### src/rtl/dcache_pkg.sv
// Shared types and address-split helpers for the direct-mapped write-through data cache.
// Optional statistics counters are enabled with DCACHE_STATS_EN (see dcache_dm_wt).
package dcache_pkg;

  typedef enum logic [1:0] {
    IDLE   = 2'd0,
    REFILL = 2'd1,
    WRITE  = 2'd2
  } dcache_state_e;

  function automatic logic [31:0] addr_tag(input logic [31:0] addr, input int set_bits,
                                           input int offset_bits);
    return addr >> (set_bits + offset_bits + 2);
  endfunction

  function automatic logic [31:0] addr_idx(input logic [31:0] addr, input int set_bits,
                                           input int offset_bits);
    return (addr >> (offset_bits + 2)) & ((32'd1 << set_bits) - 32'd1);
  endfunction

  function automatic logic [31:0] addr_off(input logic [31:0] addr, input int offset_bits);
    return (addr >> 2) & ((32'd1 << offset_bits) - 32'd1);
  endfunction

endpackage

### src/rtl/dcache_dm_wt_line_store.sv
// Tag, valid and data arrays of the cache: one synchronous write port, one combinational
// read port and a single-cycle invalidate of every line.
module cache_line_store #(
  parameter int DATA_WIDTH  = 32,
  parameter int SET_BITS    = 3,
  parameter int OFFSET_BITS = 1,
  parameter int TAG_BITS    = 26
) (
  input  logic                   clk,
  input  logic                   rst,
  input  logic                   clear_all_i,
  input  logic                   data_we_i,
  input  logic                   tag_we_i,
  input  logic [SET_BITS-1:0]    w_idx_i,
  input  logic [OFFSET_BITS-1:0] w_off_i,
  input  logic [DATA_WIDTH-1:0]  w_data_i,
  input  logic [TAG_BITS-1:0]    w_tag_i,
  input  logic [SET_BITS-1:0]    r_idx_i,
  input  logic [OFFSET_BITS-1:0] r_off_i,
  output logic                   r_valid_o,
  output logic [TAG_BITS-1:0]    r_tag_o,
  output logic [DATA_WIDTH-1:0]  r_data_o
);

  localparam int SETS  = 1 << SET_BITS;
  localparam int WORDS = 1 << (SET_BITS + OFFSET_BITS);

  logic [SETS-1:0]       valid_q;
  logic [TAG_BITS-1:0]   tag_q  [SETS];
  logic [DATA_WIDTH-1:0] data_q [WORDS];

  // Valid bits: clear wins over a simultaneous line validation.
  always_ff @(posedge clk) begin
    if (rst || clear_all_i) begin
      valid_q <= '0;
    end else if (tag_we_i) begin
      valid_q[w_idx_i] <= 1'b1;
    end else begin
      valid_q <= valid_q;
    end
  end

  // Tag and data storage carry no reset; valid gates every use.
  always_ff @(posedge clk) begin
    if (data_we_i) begin
      data_q[{w_idx_i, w_off_i}] <= w_data_i;
    end
    if (tag_we_i) begin
      tag_q[w_idx_i] <= w_tag_i;
    end
  end

  assign r_valid_o = valid_q[r_idx_i];
  assign r_tag_o   = tag_q[r_idx_i];
  assign r_data_o  = data_q[{r_idx_i, r_off_i}];

endmodule

### src/rtl/dcache_dm_wt.sv
// Direct-mapped, write-through, no-write-allocate data cache with a req/ack refill FSM.
// Define DCACHE_STATS_EN to add the stat_hits/stat_misses load counters.
module dcache_dm_wt
  import dcache_pkg::*;
#(
  parameter int DATA_WIDTH  = 32,
  parameter int SET_BITS    = 3,
  parameter int OFFSET_BITS = 1
) (
  input  logic                  clk,
  input  logic                  rst,
  input  logic                  cpu_req,
  input  logic                  cpu_we,
  input  logic [31:0]           cpu_addr,
  input  logic [DATA_WIDTH-1:0] cpu_wdata,
  output logic [DATA_WIDTH-1:0] cpu_rdata,
  output logic                  cpu_stall,
  input  logic                  flush,
  output logic                  mem_req,
  output logic                  mem_we,
  output logic [31:0]           mem_addr,
  output logic [DATA_WIDTH-1:0] mem_wdata,
  input  logic                  mem_ack,
  input  logic [DATA_WIDTH-1:0] mem_rdata
`ifdef DCACHE_STATS_EN
  ,
  output logic [31:0]           stat_hits,
  output logic [31:0]           stat_misses
`endif
);

  localparam int TAG_BITS = 32 - SET_BITS - OFFSET_BITS - 2;
  localparam logic [OFFSET_BITS-1:0] CNT_MAX = {OFFSET_BITS{1'b1}};
  localparam logic [OFFSET_BITS-1:0] CNT_ONE = OFFSET_BITS'(1);

  dcache_state_e           state_q;
  logic [OFFSET_BITS-1:0]  cnt_q;
  logic                    flush_pend_q;
  logic                    wr_done_q;
  logic                    mem_req_q;
  logic                    mem_we_q;
  logic [31:0]             mem_addr_q;
  logic [DATA_WIDTH-1:0]   mem_wdata_q;

  logic [TAG_BITS-1:0]     tag_s;
  logic [SET_BITS-1:0]     idx_s;
  logic [OFFSET_BITS-1:0]  off_s;
  logic                    line_valid_s;
  logic [TAG_BITS-1:0]     line_tag_s;
  logic [DATA_WIDTH-1:0]   line_data_s;
  logic                    hit_s;
  logic                    load_done_s;
  logic                    clear_all_s;
  logic                    data_we_s;
  logic                    tag_we_s;
  logic [OFFSET_BITS-1:0]  w_off_s;
  logic [DATA_WIDTH-1:0]   w_data_s;

  assign tag_s = TAG_BITS'(addr_tag(cpu_addr, SET_BITS, OFFSET_BITS));
  assign idx_s = SET_BITS'(addr_idx(cpu_addr, SET_BITS, OFFSET_BITS));
  assign off_s = OFFSET_BITS'(addr_off(cpu_addr, OFFSET_BITS));

  cache_line_store #(
    .DATA_WIDTH (DATA_WIDTH),
    .SET_BITS   (SET_BITS),
    .OFFSET_BITS(OFFSET_BITS),
    .TAG_BITS   (TAG_BITS)
  ) u_store (
    .clk        (clk),
    .rst        (rst),
    .clear_all_i(clear_all_s),
    .data_we_i  (data_we_s),
    .tag_we_i   (tag_we_s),
    .w_idx_i    (idx_s),
    .w_off_i    (w_off_s),
    .w_data_i   (w_data_s),
    .w_tag_i    (tag_s),
    .r_idx_i    (idx_s),
    .r_off_i    (off_s),
    .r_valid_o  (line_valid_s),
    .r_tag_o    (line_tag_s),
    .r_data_o   (line_data_s)
  );

  assign hit_s       = line_valid_s && (line_tag_s == tag_s);
  assign load_done_s = (state_q == IDLE) && cpu_req && !cpu_we && hit_s && !flush;

  // Line-store write controls; a pending flush is applied on the closing ack edge.
  always_comb begin
    clear_all_s = 1'b0;
    data_we_s   = 1'b0;
    tag_we_s    = 1'b0;
    w_off_s     = off_s;
    w_data_s    = cpu_wdata;
    case (state_q)
      IDLE: begin
        clear_all_s = flush;
      end
      REFILL: begin
        if (mem_ack) begin
          data_we_s   = 1'b1;
          w_off_s     = cnt_q;
          w_data_s    = mem_rdata;
          tag_we_s    = (cnt_q == CNT_MAX);
          clear_all_s = (cnt_q == CNT_MAX) && (flush || flush_pend_q);
        end else begin
          data_we_s = 1'b0;
        end
      end
      WRITE: begin
        if (mem_ack) begin
          data_we_s   = hit_s;
          clear_all_s = flush || flush_pend_q;
        end else begin
          data_we_s = 1'b0;
        end
      end
      default: begin
        clear_all_s = 1'b0;
      end
    endcase
  end

  // Zero-latency CPU-side outputs: hit data and stall are combinational.
  always_comb begin
    cpu_rdata = '0;
    cpu_stall = 1'b1;
    if (state_q == IDLE) begin
      if (flush) begin
        cpu_stall = 1'b1;
      end else if (cpu_req && cpu_we) begin
        cpu_stall = !wr_done_q;
      end else if (cpu_req) begin
        cpu_stall = !hit_s;
        cpu_rdata = hit_s ? line_data_s : '0;
      end else begin
        cpu_stall = 1'b0;
      end
    end else begin
      cpu_stall = 1'b1;
    end
  end

`ifdef DCACHE_STATS_EN
  logic        miss_pend_q;
  logic [31:0] stat_hits_q;
  logic [31:0] stat_misses_q;

  // A load that went through REFILL is scored as a miss when it finally completes.
  always_ff @(posedge clk) begin
    if (rst) begin
      miss_pend_q   <= 1'b0;
      stat_hits_q   <= 32'd0;
      stat_misses_q <= 32'd0;
    end else if (load_done_s) begin
      miss_pend_q <= 1'b0;
      if (miss_pend_q) begin
        stat_misses_q <= stat_misses_q + 32'd1;
      end else begin
        stat_hits_q <= stat_hits_q + 32'd1;
      end
    end else if ((state_q == IDLE) && !flush && cpu_req && !cpu_we) begin
      miss_pend_q <= 1'b1;
    end else begin
      miss_pend_q <= miss_pend_q;
    end
  end

  assign stat_hits   = stat_hits_q;
  assign stat_misses = stat_misses_q;
`else
  logic unused_load_done_s;
  assign unused_load_done_s = load_done_s;
`endif

  // Control FSM; memory-side outputs are registered and change with the state.
  always_ff @(posedge clk) begin
    if (rst) begin
      state_q      <= IDLE;
      cnt_q        <= '0;
      flush_pend_q <= 1'b0;
      wr_done_q    <= 1'b0;
      mem_req_q    <= 1'b0;
      mem_we_q     <= 1'b0;
      mem_addr_q   <= 32'd0;
      mem_wdata_q  <= '0;
    end else begin
      case (state_q)
        IDLE: begin
          wr_done_q <= 1'b0;
          if (flush) begin
            state_q <= IDLE;
          end else if (cpu_req && cpu_we && !wr_done_q) begin
            state_q     <= WRITE;
            mem_req_q   <= 1'b1;
            mem_we_q    <= 1'b1;
            mem_addr_q  <= cpu_addr & ~32'd3;
            mem_wdata_q <= cpu_wdata;
          end else if (cpu_req && !cpu_we && !hit_s) begin
            state_q    <= REFILL;
            cnt_q      <= '0;
            mem_req_q  <= 1'b1;
            mem_we_q   <= 1'b0;
            mem_addr_q <= {tag_s, idx_s, {OFFSET_BITS{1'b0}}, 2'b00};
          end else begin
            state_q <= IDLE;
          end
        end
        REFILL: begin
          if (flush) begin
            flush_pend_q <= 1'b1;
          end
          if (mem_ack && (cnt_q == CNT_MAX)) begin
            state_q      <= IDLE;
            cnt_q        <= '0;
            flush_pend_q <= 1'b0;
            mem_req_q    <= 1'b0;
            mem_addr_q   <= 32'd0;
          end else if (mem_ack) begin
            cnt_q      <= cnt_q + CNT_ONE;
            mem_addr_q <= {tag_s, idx_s, cnt_q + CNT_ONE, 2'b00};
          end else begin
            cnt_q <= cnt_q;
          end
        end
        WRITE: begin
          if (flush) begin
            flush_pend_q <= 1'b1;
          end
          if (mem_ack) begin
            state_q      <= IDLE;
            wr_done_q    <= 1'b1;
            flush_pend_q <= 1'b0;
            mem_req_q    <= 1'b0;
            mem_we_q     <= 1'b0;
            mem_addr_q   <= 32'd0;
            mem_wdata_q  <= '0;
          end else begin
            state_q <= WRITE;
          end
        end
        default: begin
          state_q   <= IDLE;
          mem_req_q <= 1'b0;
          mem_we_q  <= 1'b0;
        end
      endcase
    end
  end

  assign mem_req   = mem_req_q;
  assign mem_we    = mem_we_q;
  assign mem_addr  = mem_addr_q;
  assign mem_wdata = mem_wdata_q;

endmodule
### config.mk
export PLATFORM = sky130hd
export DESIGN_NAME = dcache_dm_wt
export DESIGN_NICKNAME = d
export VERILOG_FILES = /design/src/rtl/dcache_pkg.sv /design/src/rtl/dcache_dm_wt_line_store.sv /design/src/rtl/dcache_dm_wt.sv
export SDC_FILE = /design/constraint.sdc
export NUM_CORES = 1
export LEC_CHECK = 0
export CORE_MARGIN = 1
export CORE_UTILIZATION = 30
export CTS_BUF_LIST = sky130_fd_sc_hd__clkbuf_2
export CTS_CLUSTER_DIAMETER = 60
export CTS_CLUSTER_SIZE = 24
export DETAILED_ROUTE_END_ITERATION = 10
export PLACE_DENSITY = 0.55
export SYNTH_ARGS = -nofsm -noshare
export SYNTH_HDL_FRONTEND = slang
export SYNTH_SLANG_ARGS = --single-unit
### constraint.sdc
create_clock -name clk -period 13.63 [get_ports clk]
set_clock_uncertainty 0.1 [all_clocks]
set_input_delay 1.363 -clock clk [delete_from_list [all_inputs] [get_ports clk]]
set_output_delay 1.363 -clock clk [all_outputs]
set_load 0.03 [all_outputs]
==> metrics.md <==
| Metric | Value |
|---|---|
| Synth async-reset ratio | 0% |
| CP endpoint kind | output port |
| Fin. max-slew vios | 0 |
| First drt pass iteration count | 7 |
| Initial antenna violation count | 3 |
| Rows | 118 |
| Cell Area, Synth | 31700 sq um |
| Die Width | 327 um |
| Buffers on Ports | 196 |
| Final TNS setup | 0 ns |
| Global route total overflow | 0 |
| Wire per inst | 25.1 um |
| Setup violation total in the final timing report | 0 |
| Worst path slowest cell | clkdlybuf4s50_1 |
| RSZ-0062 raised after global routing | no |
| Status | finished clean |
| Min Hold Slack | 0.371 ns |
| Largest net degree at the start of global routing | 91 |
| CTS Sinks | 797 |
| Critical Path AT | 7.29 ns |
| Critical Path RT | 12.17 ns |
| Synth Flop Type | edfxtp_1 |
| Post-layout min period | 8.76 ns |
| Root buffer cell | clkbuf_2 |
| Clk_lat worst skew | 1.26 ns |
| Iteration-0 DRC Markers | 1744 |
| FMAX | 0.114 GHz |
| Depth of the CTS H-tree | 2 |
| Period utilization | 64.3% |
| DP HPWL | 46700 um |
| # Post-CTS Setup Buffers | 0 |
| Clock slew at reported path FFs | 0.33 ns |
| Final wirelength | 82900 um |
| Synth area leaders | edfxtp_1 (68%), mux4_2 (12%), dfxtp_1 (4.9%), mux2_2 (3.0%), mux2i_1 (1.5%) |
| WS Path Type | input port to output port |
| Core area | 104000 sq um |
| Kind of cell adding the most delay to the critical path | buffers and inverters |
| Syn-to-layout area delta | 14.8% |
| GRT Total Usage | 15.3% |
| Number of global-route vias before repair | 17600 |
| EDFF count, synth | 720 |
| Netlist cell types | 53 |
| Global-route wire length before repair | 121000 um |
| Cell count after synthesis | 1695 |
| DIE AREA | 107000 sq um |
| Top Ports | 201 |
| CTS tree | yes |
| CP max FO | 33 |
| Largest area contributor in the netlist | edfxtp_1 |
| Final hold viol count | 0 |
| Sequential area share after synthesis | 73.0% |
| Max-cap violation count | 0 |
| Slew HR | 17.0% |
| Post-route DRC | 0 |
| Die Span Y | 327 um |
| Maximum vdd drop | 0.0704 mV |
| Slowest cell delay on critical path | 0.81 ns |
| Starting Density | 30.5% |
| Syn_area_per_cell | 18.7 sq um |
| Worst path most repeated cell | buf_4 |
| Num CTS Buffers | 51 |
| Startpoint Class | input port |
| Yosys reg bits | 797 |
| Top-area cell type share of the netlist area | 68.2% |
| Clk buf depth | 3 |
| Layout cells sized above 1 | 22.5% |
| P per Cell Area | 116 nW/um^2 |
| HP Class | flop to flop |
| CP Cell Sequence | buf_2 > buf_4 > nand2b_1 > buf_4 > o22ai_1 > o21a_1 > nor4b_1 > nand4_1 > or4_1 > or2_2 > buf_4 > nor3_1 > clkdlybuf4s50_1 |
| Hold_buf cts | 0 |
| Drt via density | 5.19 |
| GP Congestion | 0.758 |
| Via count | 17200 |
| Antenna Nets Post-Route | 0 |
| Worst-margin pin slew | 1.24 ns |
| # nets final | 1991 |
| CP bufs+invs | 5 |
| Yosys synthesis warning count | 0 |
| Resize count post-CTS | 0 |
| Leakage power | 11.0 nW |
[flip-flops by register name (all words and copies together) (netlist names)]
signal,flops
u_store.data_q,512
u_store.tag_q,208
mem_wdata,32
mem_addr,30
u_store.valid_q,8
state_q,2
cnt_q,1
flush_pend_q,1
mem_req,1
mem_we,1
wr_done_q,1
[stage by stage]
step,power (W),cells,instance area (sq um),utilization [%],worst slack [ns]
3_5_place_dp,0.00308,3212,35500,34.1,4.86
5_1_grt,0.00437,3307,36400,35.0,4.68
4_1_cts,0.00426,3306,36400,35.0,4.85
2_1_floorplan,0.00294,1696,31700,-,6.30
6_report,0.00423,3308,36400,35.0,4.87
3_3_place_gp,0.00307,3212,35500,34.1,4.90
[Yosys cell counts, drive strengths merged (3+ instances only)]
master	number
a211oi	3
a21oi	49
a221oi	4
a22oi	48
a31oi	33
and2	3
and3	9
buf	45
clkbuf	66
dfxtp	77
edfxtp	720
ha	4
inv	4
mux2	84
mux2i	48
mux4	165
nand2	44
nand2b	6
nand3	91
nand4	7
nor2	16
nor2b	36
nor3	17
nor4	26
o21a	19
o21ai	8
o22a	4
o22ai	28
or2	4
or3	3
xnor2	5
[power breakdown]
part	internal, W	switching, W
logic	0.000141	0.000199
registers	0.00268	0.0000105
clock network	0.000358	0.000838
total	0.00318	0.00105
[logic make-up after synthesis]
kind of cell / Yosys count / synth area share (%)
XOR/XNOR: 5 / 0.138
adder cells (fa/ha/maj): 4 / 0.158
other: 1 / 0.0118
flip-flops: 797 / 73.0
multiplexers: 297 / 16.2
buffers and inverters: 116 / 1.55
AND/OR/NAND/NOR: 270 / 4.64
AO/OA/AOI/OAI: 205 / 4.24
[worst min-delay path, cell delays in order, from the launching register on]
cell and delay, ns:
dfxtp_1 0.39, nand2_1 0.05, a21oi_1 0.05
[layout make-up]
cell class                 instances  area [sq um]
antenna                            2          5.00
clock buffer                      53           265
clock inverter                    41           649
fill                            9773         67700
inverter                           5          18.8
multi-input combinational        783          8250
sequential                       797         23200
tap                             1380          1730
timing repair buffer             247          2340
[final timing paths]
path                        startpoint                     to  slack (ns)  cells past startpoint
setup reg to reg  u_store.tag_q[6][24]  u_store.data_q[8][12]        8.60                     11
hold / removal            mem_wdata[0]           mem_wdata[0]        0.37                      2
hold reg to reg           mem_wdata[0]           mem_wdata[0]        0.37                      2
setup / recovery           cpu_addr[4]           cpu_rdata[4]        4.87                     13
[routing by layer]
layer	GRT usage, %	share of wire, %	vias to the layer above
met5	0	0.0096	-
met4	2.84	1.6	2
met3	2.99	8.1	82
li1	-	-	7341
met1	21.5	43	9083
met2	24.6	47	667
[layout by cell type, fill, tap and decap left out, drive strengths merged, types with 4 or more instances in the layout]
cell type        n
clkinvlp         4
buf             55
clkbuf          54
o22a             4
clkdlybuf4s50  191
mux2            84
inv             18
o22ai           28
nand2           44
nor3            17
mux4           165
xnor2            5
a221oi           4
ha               4
nor2b           36
nand2b           6
nor4            26
mux2i           48
a31oi           33
a21oi           49
nor2            16
bufinv          10
nand4            7
and3             9
edfxtp         720
clkinv          14
a22oi           48
o21a            19
o21ai            8
nand3           91
dfxtp           77
or2              4
No activity file was read; power rests on OpenSTA's default activity.
